[src/rtl/hamming_frame_encoder_if.sv]
// Bus between the payload source, the Hamming frame encoder and the serializer.
// The source side feeds bytes over valid/ready. The encoder side presents the
// held codeword, its payload flag and the current slot index.
interface hamming_frame_encoder_if;
  logic [7:0] io_in_data;
  logic       io_in_valid;
  logic       io_in_ready;
  logic [7:0] io_output;
  logic       io_frame_valid;
  logic [2:0] io_slot;

  modport master (
    output io_in_data,
    output io_in_valid,
    input  io_in_ready,
    input  io_output,
    input  io_frame_valid,
    input  io_slot
  );

  modport slave (
    input  io_in_data,
    input  io_in_valid,
    output io_in_ready,
    output io_output,
    output io_frame_valid,
    output io_slot
  );
endinterface

[src/rtl/hamming_frame_encoder.sv]
// Hamming frame encoder: buffers payload bytes in a small FIFO and presents one
// extended Hamming(8,4) codeword per 8-cycle serializer frame. The high nibble
// goes first and the low nibble second, so each byte takes two frames. A slot
// counter runs in lockstep with the serializer's bit counter. The codeword only
// changes on the edge that ends slot 7.
module hamming_frame_encoder #(
  parameter int unsigned DEPTH     = 4,
  parameter logic [7:0]  IDLE_WORD = 8'h00
) (
  input  logic                    clock,
  input  logic                    reset,
  hamming_frame_encoder_if.slave  bus
);

  localparam int unsigned AW = $clog2(DEPTH);

  typedef enum logic {
    IDLE,
    HI_SENT
  } state_t;

  logic [2:0]    slot_q;
  logic [7:0]    mem_q [DEPTH];
  logic [AW-1:0] rdPtr_q;
  logic [AW-1:0] wrPtr_q;
  logic [AW:0]   count_q;
  logic [AW:0]   count_d;
  state_t        state_q;
  logic [3:0]    lowNibble_q;
  logic [7:0]    output_q;
  logic          frameValid_q;

  logic          boundary;
  logic          push;
  logic          pop;
  logic [7:0]    headByte;

  // Extended Hamming(8,4): bits [7:1] are Hamming positions 1..7 and bit 0
  // makes the total weight even.
  function automatic logic [7:0] encodeNibble(input logic [3:0] d);
    logic       p1;
    logic       p2;
    logic       p4;
    logic [6:0] h;
    p1 = d[3] ^ d[2] ^ d[0];
    p2 = d[3] ^ d[1] ^ d[0];
    p4 = d[2] ^ d[1] ^ d[0];
    h  = {p1, p2, d[3], p4, d[2], d[1], d[0]};
    return {h, ^h};
  endfunction

  assign boundary           = (slot_q == 3'd7);
  assign bus.io_in_ready    = (count_q < (AW+1)'(DEPTH));
  assign push               = bus.io_in_valid && bus.io_in_ready;
  assign pop                = boundary && (state_q == IDLE) && (count_q != '0);
  assign headByte           = mem_q[rdPtr_q];
  assign bus.io_output      = output_q;
  assign bus.io_frame_valid = frameValid_q;
  assign bus.io_slot        = slot_q;

  // Occupancy stays unchanged when a push and a pop land on the same edge.
  always_comb begin
    count_d = count_q;
    case ({push, pop})
      2'b10:   count_d = count_q + (AW+1)'(1);
      2'b01:   count_d = count_q - (AW+1)'(1);
      default: count_d = count_q;
    endcase
  end

  // FIFO storage needs no reset because the pointers and count define validity.
  always_ff @(posedge clock) begin
    if (push) begin
      mem_q[wrPtr_q] <= bus.io_in_data;
    end
  end

  // FIFO pointers and occupancy. Reset discards every buffered byte.
  always_ff @(posedge clock) begin
    if (reset) begin
      rdPtr_q <= '0;
      wrPtr_q <= '0;
      count_q <= '0;
    end else begin
      if (push) begin
        wrPtr_q <= wrPtr_q + AW'(1);
      end
      if (pop) begin
        rdPtr_q <= rdPtr_q + AW'(1);
      end
      count_q <= count_d;
    end
  end

  // Slot counter and frame FSM. The registered outputs are reloaded only at
  // frame boundaries, so the serializer always sees a stable word.
  always_ff @(posedge clock) begin
    if (reset) begin
      slot_q       <= 3'd0;
      state_q      <= IDLE;
      lowNibble_q  <= 4'd0;
      output_q     <= IDLE_WORD;
      frameValid_q <= 1'b0;
    end else begin
      slot_q <= slot_q + 3'd1;
      if (boundary) begin
        if (state_q == HI_SENT) begin
          output_q     <= encodeNibble(lowNibble_q);
          frameValid_q <= 1'b1;
          state_q      <= IDLE;
        end else if (pop) begin
          output_q     <= encodeNibble(headByte[7:4]);
          lowNibble_q  <= headByte[3:0];
          frameValid_q <= 1'b1;
          state_q      <= HI_SENT;
        end else begin
          output_q     <= IDLE_WORD;
          frameValid_q <= 1'b0;
        end
      end
    end
  end

endmodule

[src/flat_wrapper.sv]
// flat-port wrapper written by rule: the top's interface ports become plain ports
module hamming_frame_encoder_flat 
#(
  parameter int unsigned DEPTH     = 4,
  parameter logic [7:0]  IDLE_WORD = 8'h00
)
  (clock, reset, bus_io_in_data, bus_io_in_valid, bus_io_in_ready, bus_io_output, bus_io_frame_valid, bus_io_slot);
  hamming_frame_encoder_if bus_i ();
  input  logic clock;
  input  logic reset;
  input wire logic [$bits(bus_i.io_in_data)-1:0] bus_io_in_data;
  input wire logic [$bits(bus_i.io_in_valid)-1:0] bus_io_in_valid;
  output wire logic [$bits(bus_i.io_in_ready)-1:0] bus_io_in_ready;
  output wire logic [$bits(bus_i.io_output)-1:0] bus_io_output;
  output wire logic [$bits(bus_i.io_frame_valid)-1:0] bus_io_frame_valid;
  output wire logic [$bits(bus_i.io_slot)-1:0] bus_io_slot;
  assign bus_i.io_in_data = bus_io_in_data;
  assign bus_i.io_in_valid = bus_io_in_valid;
  assign bus_io_in_ready = bus_i.io_in_ready;
  assign bus_io_output = bus_i.io_output;
  assign bus_io_frame_valid = bus_i.io_frame_valid;
  assign bus_io_slot = bus_i.io_slot;
  hamming_frame_encoder #(.DEPTH(DEPTH), .IDLE_WORD(IDLE_WORD)) u_core (.clock(clock), .reset(reset), .bus(bus_i));
endmodule
[config.mk]
export PLATFORM = sky130hd
export DESIGN_NAME = hamming_frame_encoder_flat
export DESIGN_NICKNAME = d
export VERILOG_FILES = /design/src/rtl/hamming_frame_encoder_if.sv /design/src/rtl/hamming_frame_encoder.sv /design/src/flat_wrapper.sv
export SDC_FILE = /design/constraint.sdc
export NUM_CORES = 1
export LEC_CHECK = 0
export ABC_AREA = 1
export CAP_MARGIN = 0
export CORE_ASPECT_RATIO = 0.75
export CORE_MARGIN = 10
export CORE_UTILIZATION = 39
export CTS_CLUSTER_SIZE = 10
export DETAILED_ROUTE_END_ITERATION = 16
export PLACE_DENSITY = 0.62
export SYNTH_ARGS = -nofsm -noshare
export SYNTH_HDL_FRONTEND = slang
export SYNTH_SLANG_ARGS = --single-unit
[constraint.sdc]
create_clock -name clock -period 3.2 [get_ports clock]
set_clock_uncertainty 0.1 [all_clocks]
set_input_delay 0.96 -clock clock [delete_from_list [all_inputs] [get_ports clock]]
set_output_delay 0.96 -clock clock [all_outputs]
set_load 0.02 [all_outputs]
* After elaboration in Yosys (flattened, before gate mapping)
Memories as Yosys holds them, arrays and structs flattened. A register that Yosys moved wholly into a read port is not among the register bits. Cells that the tools add are included.
Storage, ports and cells: register bits 24, bits in writable memories 32, input bits 11, logic and storage cells 49, memories 1
Memories:
- u_core.mem_q | depth 4, width 8, rd ports 1, clocked after memory_dff 1, wr ports 1, line hamming_frame_encoder.sv:23 | logic [7:0] mem_q [DEPTH];
Operators by class: $add $sub $neg 5, magnitude comparators 1, equal/unequal tests 3, multiplexer cells 10, bitwise logic cells 13, reductions and logical operators 8
Operators by type and width (number):
- $mux W8 | 2
- $reduce_xor A7 Y1 | 2
- $xor A1 B1 Y1 | 12
- $add A3 B1 Y3 const B | 2
- $pmux W3 S2 | 1
- $mux W1 | 5
- $add A2 B1 Y2 const B | 2
- $mux W2 | 2
- $eq A3 B3 Y1 const B | 1
- $logic_and A1 B1 Y1 | 3
- $lt A3 B3 Y1 const B | 1
- $reduce_and A3 Y1 | 1
- $reduce_bool A3 Y1 | 1
- $sub A3 B1 Y3 const B | 1
- $eq A2 B1 Y1 const B | 1
- $eq A2 B2 Y1 const B | 1
- $reduce_bool A2 Y1 | 1
- $not A1 Y1 | 1

* Longest topological paths before layout
Gate-level depths: netlist of the first run.
depth in word-level cells 5, mapped depth 12, mapped depth without buffers 11

* Worst setup path after synthesis of the first run
Ideal clock, no wire load.
kind register -> register, from register u_core.slot_q[0] (netlist: u_core.bus.io_slot[0]), to register u_core.count_q[2], setup time 0.130 ns, arrival 2.161 ns, data required time 2.970 ns, path slack 0.810 ns, stages on the path, launching flop included 13, path buffers 1, cells stage by stage dfxtp_1 -> ha_1 -> ha_1 -> nand3_1 -> inv_1 -> buf_2 -> ha_1 -> inv_1 -> fa_1 -> a21oi_1 -> o21ai_0 -> o21ai_0 -> a21oi_1
On the way: cells in the longest elaborated chain, start to end 5, elaborated cells on any way between the ends 7, those cells by class eq/ne: 3; mux: 1; reduce/logical: 3
RTL lines:
- start: declaration | line hamming_frame_encoder.sv:22 | logic [2:0] slot_q;
- start signal: assignment | line hamming_frame_encoder.sv:105 | slot_q <= slot_q + 3'd1;
- $eq A3 B3 Y1 (*) | line hamming_frame_encoder.sv:52 | assign boundary = (slot_q == 3'd7);
- $logic_and A1 B1 Y1 (*) (2 in a row) | line hamming_frame_encoder.sv:55 | assign pop = boundary && (state_q == IDLE) && (count_q != '0);
- named net u_core.pop | line hamming_frame_encoder.sv:35 | logic pop;
- $eq A2 B1 Y1 / $eq A2 B2 Y1 (equally long branches) | line hamming_frame_encoder.sv:64 | case ({push, pop})
- $pmux W3 S2 / $reduce_bool A2 Y1 (equally long branches)
- end signal: assignment | line hamming_frame_encoder.sv:91 | count_q <= count_d;
- end: declaration | line hamming_frame_encoder.sv:26 | logic [AW:0] count_q;
Mark *: on every way through the listed nets, which the timed path passes. The rest lies on a longest branch. A chain may end at the register's enable or synchronous reset.

* Worst setup path after layout of the first run
from input bus_io_in_valid, to register u_core.count_q[2]
On the way: cells in the longest elaborated chain, start to end 3, elaborated cells on any way between the ends 5, those cells by class eq/ne: 2; mux: 1; reduce/logical: 2
RTL lines:
- start: declaration | line flat_wrapper.sv:12 | input wire logic [$bits(bus_i.io_in_valid)-1:0] bus_io_in_valid;
- $logic_and A1 B1 Y1 (*) | line hamming_frame_encoder.sv:54 | assign push = bus.io_in_valid && bus.io_in_ready;
- $eq A2 B1 Y1 / $eq A2 B2 Y1 (equally long branches) | line hamming_frame_encoder.sv:64
- $pmux W3 S2 / $reduce_bool A2 Y1 (equally long branches)
Every way passes the cells marked *; elsewhere a longest branch is shown, timed or not.

==> flow_summary.json, run 1 <==
{
  "path_class": "in -> reg",
  "dr.pass1.iters": 4,
  "timing.final.crit_period_ps": 2553,
  "grt_antenna_before_repair": 0,
  "required_time_of_the_critical_path_ps": 3320,
  "post-cts-setup-buffer-count": 0,
  "cp_max_fo": 9,
  "preCtsSetupSlack_ps": 297.4,
  "areaGrowthSynthToFinish_pct": 19.11,
  "cts-buffers-inserted": 9,
  "synthesis.instances": 273,
  "power.static_leakage_uw": 0.001191,
  "layout_common_cells": "51 x nand2_1, 32 x edfxtp_1, 31 x nor2_1",
  "place.gp.congestion": 0.8718,
  "irDropWorstVdd_v": 0.0002743,
  "timing.final.hold_violations": 0,
  "placement_rows": 25,
  "grt_pass1_vias": 1787,
  "postRouteAntennaNets": 0,
  "insertion_delay_ps": 330,
  "final_report_max_slew_violation_count": 0,
  "combinationalPowerShare": 0.074,
  "worstHoldPathType": "reg -> reg",
  "yosys_register_bits": 58,
  "antenna_cells": 0,
  "reg2reg_setup_slack_ps": 720,
  "setup_ws_ps": 647.2,
  "fraction_of_the_yosys_area_taken_by_sequential_cells": 0.5787,
  "postCtsHoldBufs": 0,
  "floorplan.die.height_um": 90.17,
  "detailedPlacementHpwl_mm": 3.552,
  "io_buffers": 23,
  "syn-mean-instance-area_um2": 9.377,
  "power.net_switching_uw": 358.8,
  "power_density_mw_per_mm2": 514.6,
  "result_of_the_run": "finished, final reports clean",
  "layout.nets": 321,
  "dieWidth_um": 113.6,
  "floorplan.initialDensity": 0.4032,
  "seqPwrFrac": 0.526,
  "timing.critical_path.to_type": "flip-flop",
  "drv.max_cap_violation_count": 0,
  "synth.largest_area_cell": "edfxtp_1",
  "grtUsageTotal": 0.1041,
  "final_layout_size_suffix_gt1_frac": 0.09772,
  "synth.cell_area_mm2": 0.002560,
  "finalInstanceArea_mm2": 0.003049,
  "finalSetupTns_ps": 0,
  "cts_resized": 0,
  "finalPower_uw": 1569,
  "grt_max_degree": 21,
  "power.switching_fraction": 0.2287,
  "cts-htree-levels": 3,
  "maxClockFrequency_mhz": 391.7,
  "share_of_yosys_cell_area_claimed_by_the_top_area_cell_type": 0.3754,
  "layout_worst_path_cycle_share": 0.7977,
  "placed_area_mm2": 0.002865,
  "grt_first_pass_wirelength_mm": 8.590,
  "avgRoutedWirePerCell_um": 12.98,
  "cts_num_sinks": 58,
  "drc_marker_count_from_the_first_detailed_route_iteration": 109,
  "syn-num-nets": 292,
  "synth.distinct_cells": 23,
  "core_area_mm2": 0.006350,
  "cell_internal_pwr_uw": 1210,
  "drcViolationCount": 0,
  "design.die.area_mm2": 0.01024,
  "yosys-top-cells-area": "edfxtp_1 38%, dfxtp_1 20%, nand2_1 7.5%",
  "clk_root_buffer_cell": "clkbuf_8",
  "timing.critical_path.arrival_ps": 2670,
  "via_count": 1876,
  "power.share.clock": 0.400,
  "commonest_non_fill_non_tap_cell_in_the_layout": "nand2_1",
  "slew_headroom": 0.4633,
  "ios": 24,
  "clock_tree_from_tritoncts": "built",
  "max-clock-path-buffers": 2,
  "detail_route.wirelength_mm": 5.036,
  "clkSlewWorstSetupHoldPaths_ps": 60,
  "finalCoreUtilization": 0.4802,
  "routed_via_density": 4.835,
  "synth.yosys.warnings": 0,
  "grt_overflow": 0,
  "worst-slew-pin-transition_ps": 804.0,
  "critical_path.startpoint_type": "input pin",
  "final-setup-viol-count": 0,
  "setup_repair_after_global_routing_missed_its_margin": "false"
}
==> metal layers <==
layer  track usage  wire [um]  vias up  share of wire
met4       0.03797         51        0          0.010
met2        0.1548       2262       41           0.45
met1        0.1276       2438      842           0.48
met3       0.04914        284        6          0.056
li1              -          -      987              -
met5             0          0        -              0
==> Yosys cell counts <==
library cell	count
inv_1	24
nand2_2	6
buf_6	2
xor2_1	2
clkbuf_1	3
buf_2	3
nand3_2	2
nand3_1	22
buf_4	2
o21ai_0	30
a21oi_1	15
edfxtp_1	32
a21oi_2	2
nor3_1	1
nor2_1	31
nand2_1	51
ha_1	7
fa_1	1
dfxtp_1	26
xnor2_1	1
a31oi_1	7
a211oi_1	2
inv_6	1
==> final timing paths <==
path	from	endpoint	depth (start not counted)
setup / recovery	bus_io_in_valid	u_core.count_q[2]	9
hold reg to reg	u_core.count_q[0]	u_core.count_q[0]	1
hold / removal	u_core.count_q[0]	u_core.count_q[0]	1
setup reg to reg	u_core.bus.io_slot[0]	u_core.count_q[2]	11
==> cell type report <==
cell class	instances	area (um^2)
fill	596	3301
multi-input combinational	180	915.9
inverter	25	98.84
timing repair buffer	28	267.8
tap	81	101.3
clock inverter	7	60.06
clock buffer	9	123.9
sequential	58	1481
==> worst max-delay path, cell delays in order <==
cell	delay, ps
clkdlybuf4s50_1	390
nand2_1	220
ha_1	200
inv_1	70
fa_1	380
a21oi_1	140
o21ai_0	100
o21ai_0	160
a21oi_1	60
==> logic make-up (layout without fill, tap and decap cells) <==
family | count (synthesis) | in the layout | synth area share
AOI/OAI and AO/OA | 56 | 56 | 0.1178
adders and majority gates | 8 | 8 | 0.04203
buffers and inverters | 35 | 69 | 0.06354
DFF | 58 | 58 | 0.5787
and+or+nand+nor | 113 | 113 | 0.1877
xor gates and xnor gates | 3 | 3 | 0.01027
==> metrics by stage <==
stage | std cells | hold slack (ps)
CTS | 388 | 354.5
finish | 388 | 349.4
global placement | 372 | 333.7
global route | 388 | 376.2
detailed placement | 372 | 346.7
floorplan | 273 | 322.3
==> state kept, by name, summed over array words and instances, names as in the netlist, named ones only <==
name	cells
u_core.wrPtr_q	2
u_core.state_q	1
u_core.mem_q	32
u_core.bus.io_slot	3
u_core.rdPtr_q	2
u_core.count_q	3
u_core.lowNibble_q	4
u_core.bus.io_frame_valid	1
u_core.bus.io_output	8
==> power by group through the flow <==
stage / registers [uW] / logic, uW / clock network [uW]
final: 825 / 117 / 627
after CTS: 825 / 118 / 644
after global routing: 828 / 133 / 681
after floorplan: 845 / 65.2 / 0
after detailed placement: 841 / 117 / 0
after global placement: 841 / 114 / 0
(Power assumes the default switching activity.)
==> run 2, diff against run 1 <==
--- a/config.mk
+++ b/config.mk
@@ -12,7 +12,7 @@
 export CORE_UTILIZATION = 39
 export CTS_CLUSTER_SIZE = 10
 export DETAILED_ROUTE_END_ITERATION = 16
-export PLACE_DENSITY = 0.62
+export PLACE_DENSITY = 0.64
 export SYNTH_ARGS = -nofsm -noshare
 export SYNTH_HDL_FRONTEND = slang
 export SYNTH_SLANG_ARGS = --single-unit
==> constraint.sdc (replaced) <==
create_clock -name clock -period 2.2 [get_ports clock]
set_clock_uncertainty 0.1 [all_clocks]
set_input_delay 0.66 -clock clock [delete_from_list [all_inputs] [get_ports clock]]
set_output_delay 0.66 -clock clock [all_outputs]
set_load 0.02 [all_outputs]
==> run 2 against run 1 <==
Effect of this change:
- register-to-register slack got worse by 540 ps
- first-iteration DRC count shrank 47%
- count of clock-buffer cells in the layout is 3 higher
- clock power up 51%
- power rose by 48%
- routed wire length is 1.4% higher
- die area is the same
- global-route usage up 0.39 points
- non-clock buffer count is 8 higher
- sequential share of layout area is 0.98 points lower
- critical endpoint is now bus_io_output[4]
==> flow_summary.json, run 2 (synthesis results as in run 1) <==
{
  "final-setup-viol-count": 0,
  "finalSetupTns_ps": 0,
  "registers.top_by_ff_count": "u_core.mem_q",
  "layout.nets": 329,
  "min-delay-start": "u_core.bus.io_slot[0]",
  "insertion_delay_ps": 340,
  "io_buffers": 23,
  "detailedPlacementHpwl_mm": 3.665,
  "final_layout_size_suffix_gt1_frac": 0.1302,
  "cp_max_fo": 2,
  "dieWidth_um": 113.6,
  "power.share.clock": 0.407,
  "worst-slew-pin-transition_ps": 339.9,
  "place.gp.congestion": 0.8748,
  "postCtsHoldBufs": 0,
  "avgRoutedWirePerCell_um": 12.90,
  "core_area_mm2": 0.006350,
  "worst-r2r-cell-count": 11,
  "ios": 24,
  "finalInstanceArea_mm2": 0.003128,
  "drv.max_cap_violation_count": 0,
  "required_time_of_the_critical_path_ps": 1440,
  "worst-path-buf-inv": 1,
  "seqPwrFrac": 0.517,
  "grt_max_degree": 21,
  "reg2reg_to": "u_core.count_q[2]",
  "areaGrowthSynthToFinish_pct": 22.19,
  "clk_root_buffer_cell": "clkbuf_8",
  "cts-htree-levels": 3,
  "maxClockFrequency_mhz": 490.0,
  "critical_path.startpoint_type": "flip-flop",
  "floorplan.initialDensity": 0.4032,
  "result_of_the_run": "finished, final reports clean",
  "reg2reg_setup_slack_ps": 180,
  "cell_internal_pwr_uw": 1804,
  "drc_marker_count_from_the_first_detailed_route_iteration": 58,
  "cpMaxStageDelayCell": "clkdlybuf4s50_1",
  "detail_route.wirelength_mm": 5.109,
  "setup_repair_after_global_routing_missed_its_margin": "false",
  "slew_headroom": 0.7731,
  "max-clock-path-buffers": 2,
  "layout_worst_path_cycle_share": 0.9276,
  "power.net_switching_uw": 517.6,
  "max_stage_delay_ps": 610,
  "final_report_max_slew_violation_count": 0,
  "routed_via_density": 4.793,
  "cts_num_sinks": 58,
  "irDropWorstVdd_v": 0.0003594,
  "timing.final.crit_period_ps": 2041,
  "placement_rows": 25,
  "grt_overflow": 0,
  "layout_common_cells": "51 x nand2_1, 32 x edfxtp_1, 31 x nor2_1",
  "worst_hold_margin_ps": 315.8,
  "grtUsageTotal": 0.1079,
  "critical_path_cell_count": 1,
  "commonest_non_fill_non_tap_cell_in_the_layout": "nand2_1",
  "antenna_cells": 0,
  "timing.final.hold_violations": 0,
  "path_class": "reg -> out",
  "via_count": 1898,
  "combinationalPowerShare": 0.076,
  "crit_path_start": "u_core.bus.io_output[4]",
  "grt_first_pass_wirelength_mm": 8.949,
  "drcViolationCount": 0,
  "power.switching_fraction": 0.2230,
  "grt_antenna_before_repair": 0,
  "post-cts-setup-buffer-count": 0,
  "clock_tree_from_tritoncts": "built",
  "floorplan.die.height_um": 90.17,
  "launch_instance_of_the_worst_register_to_register_path": "u_core.bus.io_slot[0]",
  "placed_area_mm2": 0.002935,
  "clkSlewWorstSetupHoldPaths_ps": 60,
  "worstPathCellList": "clkdlybuf4s50_1",
  "power.static_leakage_uw": 0.001228,
  "postRouteAntennaNets": 0,
  "timing.critical_path.to_type": "output pin",
  "finalCoreUtilization": 0.4926,
  "path_delay_family": "buffers and inverters",
  "grt_pass1_vias": 1963,
  "dr.pass1.iters": 4,
  "power_density_mw_per_mm2": 742.1,
  "worst_setup_path_endpoint": "bus_io_output[4]",
  "largest_reg_flops": 32,
  "design.die.area_mm2": 0.01024,
  "timing.critical_path.arrival_ps": 1280,
  "worstHoldPathType": "reg -> reg",
  "cts-buffers-inserted": 9
}
run 2: changes by cell type in the layout (fill, tap and decap cells not counted), sizes merged:
cell,delta
buf,+8
clkbuf,+3
clkdlybuf4s50,-1
clkinv,-2
clkinvlp,-1
dlymetal6s2s,+1
run 2: metrics by stage:
step | std cells | power, uW | setup slack [ps]
4_1_cts | 396 | 2352 | 35.19
2_1_floorplan | 273 | 1324 | 12.97
3_5_place_dp | 380 | 1402 | -192.3
3_3_place_gp | 380 | 1396 | -130.9
6_report | 396 | 2321 | 159.3
5_1_grt | 396 | 2436 | 33.76
run 2: how the worst min path moves through the flow:
stage,slack (ps),depth (start not counted),endpoint
after detailed placement,310,1,u_core.bus.io_slot[0]
after global routing,340,1,u_core.bus.io_slot[0]
after floorplan,320,1,u_core.count_q[0]
final,320,1,u_core.bus.io_slot[0]
after CTS,320,1,u_core.bus.io_slot[0]
after global placement,310,1,u_core.bus.io_slot[0]
run 2: repair_timing:
action                                  4_1_cts  5_1_grt
endpoints found under the setup margin        0        2
gates resized for setup                       0        3
endpoints found under the hold margin         0        0
run 2: routing by layer:
layer  vias up  part of all wire  wire [um]  track usage
li1        992                 -          -            -
met2        46              0.45       2298       0.1586
met5         -                 0          0            0
met3         8             0.072        368      0.04781
met4         0             0.014         72      0.04430
met1       852              0.46       2370       0.1339
run 2: layout make-up:
class	instances	area, um^2
well taps	81	101.3
clock buffers	12	145.1
multi-input cells	180	920.9
inverters	25	98.84
flip-flops and latches	58	1489
repair buffers	36	330.3
clock inverters	4	42.54
fillers	581	3222
run 2: power by group through the flow:
stage	logic, uW	clock network, uW	registers (uW)
2_1_floorplan	95.3	0	1230
3_3_place_gp	173	0	1220
3_5_place_dp	178	0	1220
4_1_cts	178	973	1200
5_1_grt	202	1030	1200
6_report	178	944	1200
